### src/rtl/alu_pipe.sv
// Pipelined ALU with valid/ready handshakes, registered flags and an
// iterative shift-add unsigned multiply producing a double-width product.
module alu_pipe #(
  parameter int WIDTH = 16,
  parameter int SHW   = $clog2(WIDTH)
) (
  input  logic             clk,
  input  logic             rst,
  input  logic             in_valid,
  output logic             in_ready,
  input  logic [WIDTH-1:0] A,
  input  logic [WIDTH-1:0] B,
  input  logic [3:0]       Control,
  output logic             out_valid,
  input  logic             out_ready,
  output logic [WIDTH-1:0] Answer,
  output logic [WIDTH-1:0] Answer_hi,
  output logic             flag_z,
  output logic             flag_n,
  output logic             flag_c,
  output logic             flag_v,
  output logic             flag_err
);

  localparam logic [1:0] S_IDLE = 2'd0;
  localparam logic [1:0] S_BUSY = 2'd1;
  localparam logic [1:0] S_DONE = 2'd2;

  localparam logic [3:0] OP_ADD   = 4'b0000;
  localparam logic [3:0] OP_SUB   = 4'b0001;
  localparam logic [3:0] OP_AND   = 4'b0010;
  localparam logic [3:0] OP_OR    = 4'b0011;
  localparam logic [3:0] OP_XOR   = 4'b0100;
  localparam logic [3:0] OP_NOT   = 4'b0101;
  localparam logic [3:0] OP_SHL   = 4'b0110;
  localparam logic [3:0] OP_SHR   = 4'b0111;
  localparam logic [3:0] OP_SAR   = 4'b1000;
  localparam logic [3:0] OP_SLT   = 4'b1001;
  localparam logic [3:0] OP_SLTU  = 4'b1010;
  localparam logic [3:0] OP_MUL   = 4'b1011;
  localparam logic [3:0] OP_PASSB = 4'b1100;

  localparam logic [SHW:0] COUNT_INIT = (SHW+1)'(WIDTH);
  localparam logic [SHW:0] COUNT_LAST = (SHW+1)'(1);

  logic [1:0]         state;
  logic [2*WIDTH-1:0] mcand;
  logic [2*WIDTH-1:0] acc;
  logic [2*WIDTH-1:0] acc_next;
  logic [WIDTH-1:0]   mplier;
  logic [SHW:0]       count;

  logic [WIDTH:0]     sum;
  logic [WIDTH:0]     diff;
  logic [SHW-1:0]     amt;
  logic [WIDTH-1:0]   res;
  logic               res_c;
  logic               res_v;
  logic               res_err;

  assign in_ready  = ~rst & (state == S_IDLE);
  assign out_valid = (state == S_DONE);

  assign sum      = {1'b0, A} + {1'b0, B};
  assign diff     = {1'b0, A} - {1'b0, B};
  assign amt      = B[SHW-1:0];
  assign acc_next = mplier[0] ? acc + mcand : acc;

  // Single-cycle result for every opcode except MUL; the top bit of diff is the borrow.
  always_comb begin
    res     = '0;
    res_c   = 1'b0;
    res_v   = 1'b0;
    res_err = 1'b0;
    case (Control)
      OP_ADD: begin
        res   = sum[WIDTH-1:0];
        res_c = sum[WIDTH];
        res_v = (A[WIDTH-1] == B[WIDTH-1]) && (sum[WIDTH-1] != A[WIDTH-1]);
      end
      OP_SUB: begin
        res   = diff[WIDTH-1:0];
        res_c = diff[WIDTH];
        res_v = (A[WIDTH-1] != B[WIDTH-1]) && (diff[WIDTH-1] != A[WIDTH-1]);
      end
      OP_AND:   res = A & B;
      OP_OR:    res = A | B;
      OP_XOR:   res = A ^ B;
      OP_NOT:   res = ~A;
      OP_SHL:   res = A << amt;
      OP_SHR:   res = A >> amt;
      OP_SAR:   res = $signed(A) >>> amt;
      OP_SLT:   res = {{(WIDTH-1){1'b0}}, ($signed(A) < $signed(B))};
      OP_SLTU:  res = {{(WIDTH-1){1'b0}}, (A < B)};
      OP_MUL:   res = '0;
      OP_PASSB: res = B;
      default:  res_err = 1'b1;
    endcase
  end

  always_ff @(posedge clk or posedge rst) begin
    if (rst) begin
      state     <= S_IDLE;
      mcand     <= '0;
      acc       <= '0;
      mplier    <= '0;
      count     <= '0;
      Answer    <= '0;
      Answer_hi <= '0;
      flag_z    <= 1'b0;
      flag_n    <= 1'b0;
      flag_c    <= 1'b0;
      flag_v    <= 1'b0;
      flag_err  <= 1'b0;
    end else begin
      case (state)
        S_IDLE: begin
          if (in_valid) begin
            if (Control == OP_MUL) begin
              mcand  <= {{WIDTH{1'b0}}, A};
              mplier <= B;
              acc    <= '0;
              count  <= COUNT_INIT;
              state  <= S_BUSY;
            end else begin
              Answer    <= res;
              Answer_hi <= '0;
              flag_z    <= (res == '0);
              flag_n    <= res[WIDTH-1];
              flag_c    <= res_c;
              flag_v    <= res_v;
              flag_err  <= res_err;
              state     <= S_DONE;
            end
          end
        end
        // One multiplier bit per cycle; the final step publishes acc_next directly.
        S_BUSY: begin
          acc    <= acc_next;
          mcand  <= mcand << 1;
          mplier <= mplier >> 1;
          count  <= count - 1'b1;
          if (count == COUNT_LAST) begin
            Answer    <= acc_next[WIDTH-1:0];
            Answer_hi <= acc_next[2*WIDTH-1:WIDTH];
            flag_z    <= (acc_next[WIDTH-1:0] == '0);
            flag_n    <= acc_next[WIDTH-1];
            flag_c    <= |acc_next[2*WIDTH-1:WIDTH];
            flag_v    <= 1'b0;
            flag_err  <= 1'b0;
            state     <= S_DONE;
          end
        end
        S_DONE: begin
          if (out_ready) state <= S_IDLE;
        end
        default: state <= S_IDLE;
      endcase
    end
  end

endmodule

### config.mk
export PLATFORM = sky130hd
export DESIGN_NAME = alu_pipe
export DESIGN_NICKNAME = d
export VERILOG_FILES = /design/src/rtl/alu_pipe.sv
export SDC_FILE = /design/constraint.sdc
export NUM_CORES = 1
export LEC_CHECK = 0
export ABC_AREA = 1
export CORE_ASPECT_RATIO = 1.1
export CORE_MARGIN = 5
export CORE_UTILIZATION = 53
export CTS_CLUSTER_SIZE = 14
export DETAILED_ROUTE_END_ITERATION = 16
export GPL_TIMING_DRIVEN = 0
export PLACE_DENSITY = 0.75
export SLEW_MARGIN = 10
export SYNTH_ARGS = -nofsm -noshare
export SYNTH_HDL_FRONTEND = slang
export SYNTH_SLANG_ARGS = --single-unit
### constraint.sdc
create_clock -name clk -period 3.85 [get_ports clk]
set_clock_uncertainty 0.15 [all_clocks]
set_input_delay 0.77 -clock clk [delete_from_list [all_inputs] [get_ports clk]]
set_output_delay 0.77 -clock clk [all_outputs]
set_load 0.01 [all_outputs]
==> run summary <==
OUTCOME
--------------------------------------------------------------------------------------------
Status ........................................................................    completed

SYNTHESIS
--------------------------------------------------------------------------------------------
Cell type with the highest aggregate area in the netlist ......................      dfrtp_1
Asr flop ratio synth ..........................................................         1.00
Most frequently used flop master after synthesis ..............................      dfrtp_1
Total standard cell area after synthesis ......................................  0.0127 mm^2
Synthesized area divided by synthesized cell count ............................    5.95 um^2
Adder-Cell Fraction of Synth Area .............................................       0.0935
Number of synthesized flops with an enable pin ................................            0
Area share of the largest cell type after synthesis ...........................        0.243
Post-Synthesis Cells ..........................................................        2,133
FF+latch count, synth .........................................................          123
Basic-gate share of the synthesized area counting and, or, nand and nor cells .        0.416
Yosys cell types ..............................................................           43
Register area share after synthesis ...........................................        0.243
Count of warnings emitted by yosys ............................................            0
Multiplexer fraction of the synthesized cell area .............................            0
Synth area leaders ............................................................ dfrtp_1 (24%), nand2_1 (22%), nand3_1 (9.8%)
Syn Nets ......................................................................        2,266
Post-synthesis xor/xnor area fraction .........................................      0.00414
Combinational family with the most area after synthesis ....................... simple AND/OR/NAND/NOR gates
Post-synthesis compound-gate area fraction ....................................        0.123

STA
--------------------------------------------------------------------------------------------
Final period demand of the worst path .........................................      3770 ps
Post-route clock period utilization ...........................................        0.980
RSZ-0062 raised after global routing ..........................................        false
Max frequency .................................................................      265 MHz
Number of endpoints failing setup at the final stage ..........................            0
Final-report max-slew violation count .........................................            0
Transition at the pin with the smallest max-transition slack ..................       722 ps
Headroom to the max-slew limit ................................................        0.517
Final-report hold violation count .............................................            0
Sum of negative setup slack ...................................................         0 ps

FINAL LAYOUT
--------------------------------------------------------------------------------------------
Fraction of final layout cells with drive strength greater than 1 .............       0.0631
Antenna diode count ...........................................................            0
Fin util ......................................................................        0.618
Leading cell type in the layout, fill and taps excluded .......................      nand2_1
Final Non-Filler Cells ........................................................        2,554
Final #Nets ...................................................................        2,369
Area delta synth->final .......................................................        15.0%
Sequential standard cell area ................................................. 0.00308 mm^2
Most frequent cells in the layout ............................................. nand2_1 (737), inv_1 (285), nand3_1 (247), nor2_1 (181), dfrtp_1 (123)
Final standard cell area without fillers ......................................  0.0146 mm^2
Number of fillers in the final layout .........................................        2,368
Footprint of the multi-input gates ............................................ 0.00811 mm^2

ROUTING
--------------------------------------------------------------------------------------------
DRC violation count after routing .............................................            0
First-iteration detailed-routing DRC count ....................................        1,551
Iteration count of the initial detailed-routing pass ..........................            7
Overall routed net length .....................................................      51.0 mm
Average via count per standard cell ...........................................         5.90
Final antenna-violating net count .............................................            0
Avg WL per Cell ...............................................................      20.0 um
Total vias in the final route .................................................        15.1k

DIE
--------------------------------------------------------------------------------------------
Site row count ................................................................           59
Die boundary width ............................................................       158 um
Chip Height ...................................................................       172 um
Die area ......................................................................  0.0271 mm^2
Number of top-level design ports ..............................................           79
Starting utilization of the core area .........................................        0.537
Floorplan core area ...........................................................  0.0236 mm^2

PWR
--------------------------------------------------------------------------------------------
Leak pwr ......................................................................   0.00776 uW
Worst VDD drop ................................................................     0.278 mV
Power density relative to cell area ...........................................  603 mW/mm^2
Total power consumption of the routed design ..................................      8800 uW

GLOBAL ROUTE
--------------------------------------------------------------------------------------------
Final global-route overflow total .............................................            0
Pin count of the biggest net entering global routing ..........................           33
Initial antenna violation count ...............................................            0
Via count of the first global-routing pass ....................................        14.5k
GRT Total Usage ...............................................................        0.373
Global-route wire length before repair ........................................      77.9 mm

CRITICAL PATH
--------------------------------------------------------------------------------------------
Setup crit end kind ...........................................................     register
Crit path required time .......................................................      4050 ps
Kind of critical path ......................................................... input pin to register
Largest stage delay on the critical path ......................................       520 ps
Type of element launching the critical path ...................................    input pin
Maximum fanout encountered on the critical timing path ........................           12
Highest-delay cell along the critical path .................................... clkdlybuf4s50_1
Data arrival time of the critical path ........................................      3970 ps
Sequence of cells on the critical path ........................................ clkdlybuf4s50_1 -> buf_4 -> inv_2 -> clkbuf_4 -> ha_1 -> nor2_2 -> nand2_1 -> nand3_1 -> nand2_1 -> nand2_1 -> nand2_1 -> nand2_1 -> nor2_1 -> nor2_1 -> nand3_1 -> nor2_1 -> nand2_1 -> nor2_2 -> nand3_1 -> a21oi_1
Cell repeated most along the worst path .......................................      nand2_1

CLOCKING
--------------------------------------------------------------------------------------------
CTS Sinks .....................................................................          123
Number of buffers created by CTS ..............................................           17
Clock tree from TritonCTS .....................................................        built
Root cell of the clock tree ...................................................    clkbuf_16
Clock slew at reported path FFs ...............................................        60 ps
Clock H-tree levels ...........................................................            4
Max Buffers Root-to-Sink ......................................................            2
Clock latency of the later-clocked register in the worst-skew pair ............       430 ps

PLACEMENT
--------------------------------------------------------------------------------------------
Routability-driven placement congestion ratio .................................         1.03
Post-placement cell area ......................................................  0.0140 mm^2
Quantity of I/O buffers inserted on ports .....................................           78
Placed Cells ..................................................................        2,520
Final HPWL from detailed placement ............................................      40.8 mm

JOB
--------------------------------------------------------------------------------------------
Number of maximum-capacitance violations ......................................            0

MIN PATH
--------------------------------------------------------------------------------------------
Type of the worst min-delay path .............................................. register to register

## power by group
part           leakage, uW  switching (uW)  internal (uW)
sequential         0.00159             385           1800
combinational      0.00591            3370           1650
clock             0.000266             691            902
## routing by layer
layer / GRT usage / vias to the layer above / part of all wire
li1: - / 7040 / -
met1: 0.430 / 6918 / 0.37
met2: 0.652 / 869 / 0.48
met3: 0.0431 / 235 / 0.072
met4: 0.247 / 0 / 0.079
met5: 0 / - / 0
## per-stage QoR
| step | setup WS (ps) | hold WS, ps |
|---|---|---|
| 2_1_floorplan | 747 | 301 |
| 3_3_place_gp | -659 | 312 |
| 3_5_place_dp | -605 | 323 |
| 4_1_cts | 44.8 | 338 |
| 5_1_grt | 5.26 | 365 |
| 6_report | 78.3 | 335 |
## worst paths after layout
| check | start | end | slack (ps) | depth (start not counted) |
|---|---|---|---|---|
| hold / removal | flag_c | flag_c | 330 | 2 |
| hold reg to reg | flag_c | flag_c | 330 | 2 |
| setup reg to reg | mcand[0] | flag_z | 720 | 15 |
| setup / recovery | B[1] | flag_z | 80 | 20 |
| min in group asynchronous | rst | flag_v | 590 | 2 |
| max in group asynchronous | rst | mcand[12] | 2220 | 4 |
## cell families (layout without fill, tap and decap cells)
kind of cell | count (synthesis) | after routing
DFF | 123 | 123
adders and majority gates | 93 | 93
xor gates and xnor gates | 6 | 6
buffers and inverters | 378 | 494
and+or+nand+nor | 1260 | 1260
AOI/OAI and AO/OA | 273 | 273
## registers in the layout, summed over array words and instances (netlist names), 2 cells and up
signal and flops:
Answer 16, Answer_hi 16, acc 32, count 5, mcand 32, mplier 16
state 2
## what timing repair did
action	in CTS	in global routing
setup buffers	1	2
setup endpoints to repair	2	3
resized for setup	8	20
hold buffers	0	0
## worst max-delay path: cells and delay by family
kind | cells | cell delay, ps
adders and majority gates | 1 | 380
AOI/OAI and AO/OA | 1 | 130
buffers and inverters | 4 | 1010
and+or+nand+nor | 14 | 1660
## cell usage after synthesis, types with 7 or more instances
| library cell | instances |
|---|---|
| ha_1 | 90 |
| nand2_1 | 739 |
| nor2_2 | 8 |
| inv_2 | 14 |
| nand2_2 | 11 |
| nor3_1 | 19 |
| o21ai_0 | 111 |
| a21oi_1 | 60 |
| nor2_1 | 184 |
| nand3b_1 | 7 |
| clkbuf_1 | 29 |
| nand3_1 | 249 |
| or2_2 | 7 |
| buf_2 | 30 |
| o22ai_1 | 36 |
| buf_4 | 7 |
| o211ai_1 | 46 |
| inv_1 | 289 |
| o21ai_1 | 7 |
| dfrtp_1 | 123 |
| nand4_1 | 21 |
## cell type report
type,count,area share
Buffer,73,0.0267
Clock buffer,18,0.0294
Clock inverter,14,0.00943
Inverter,304,0.0793
Multi-Input combinational cell,1632,0.556
Sequential cell,123,0.211
Tap cell,305,0.0261
Timing Repair Buffer,85,0.0624
Power figures use the tool's default switching activity.
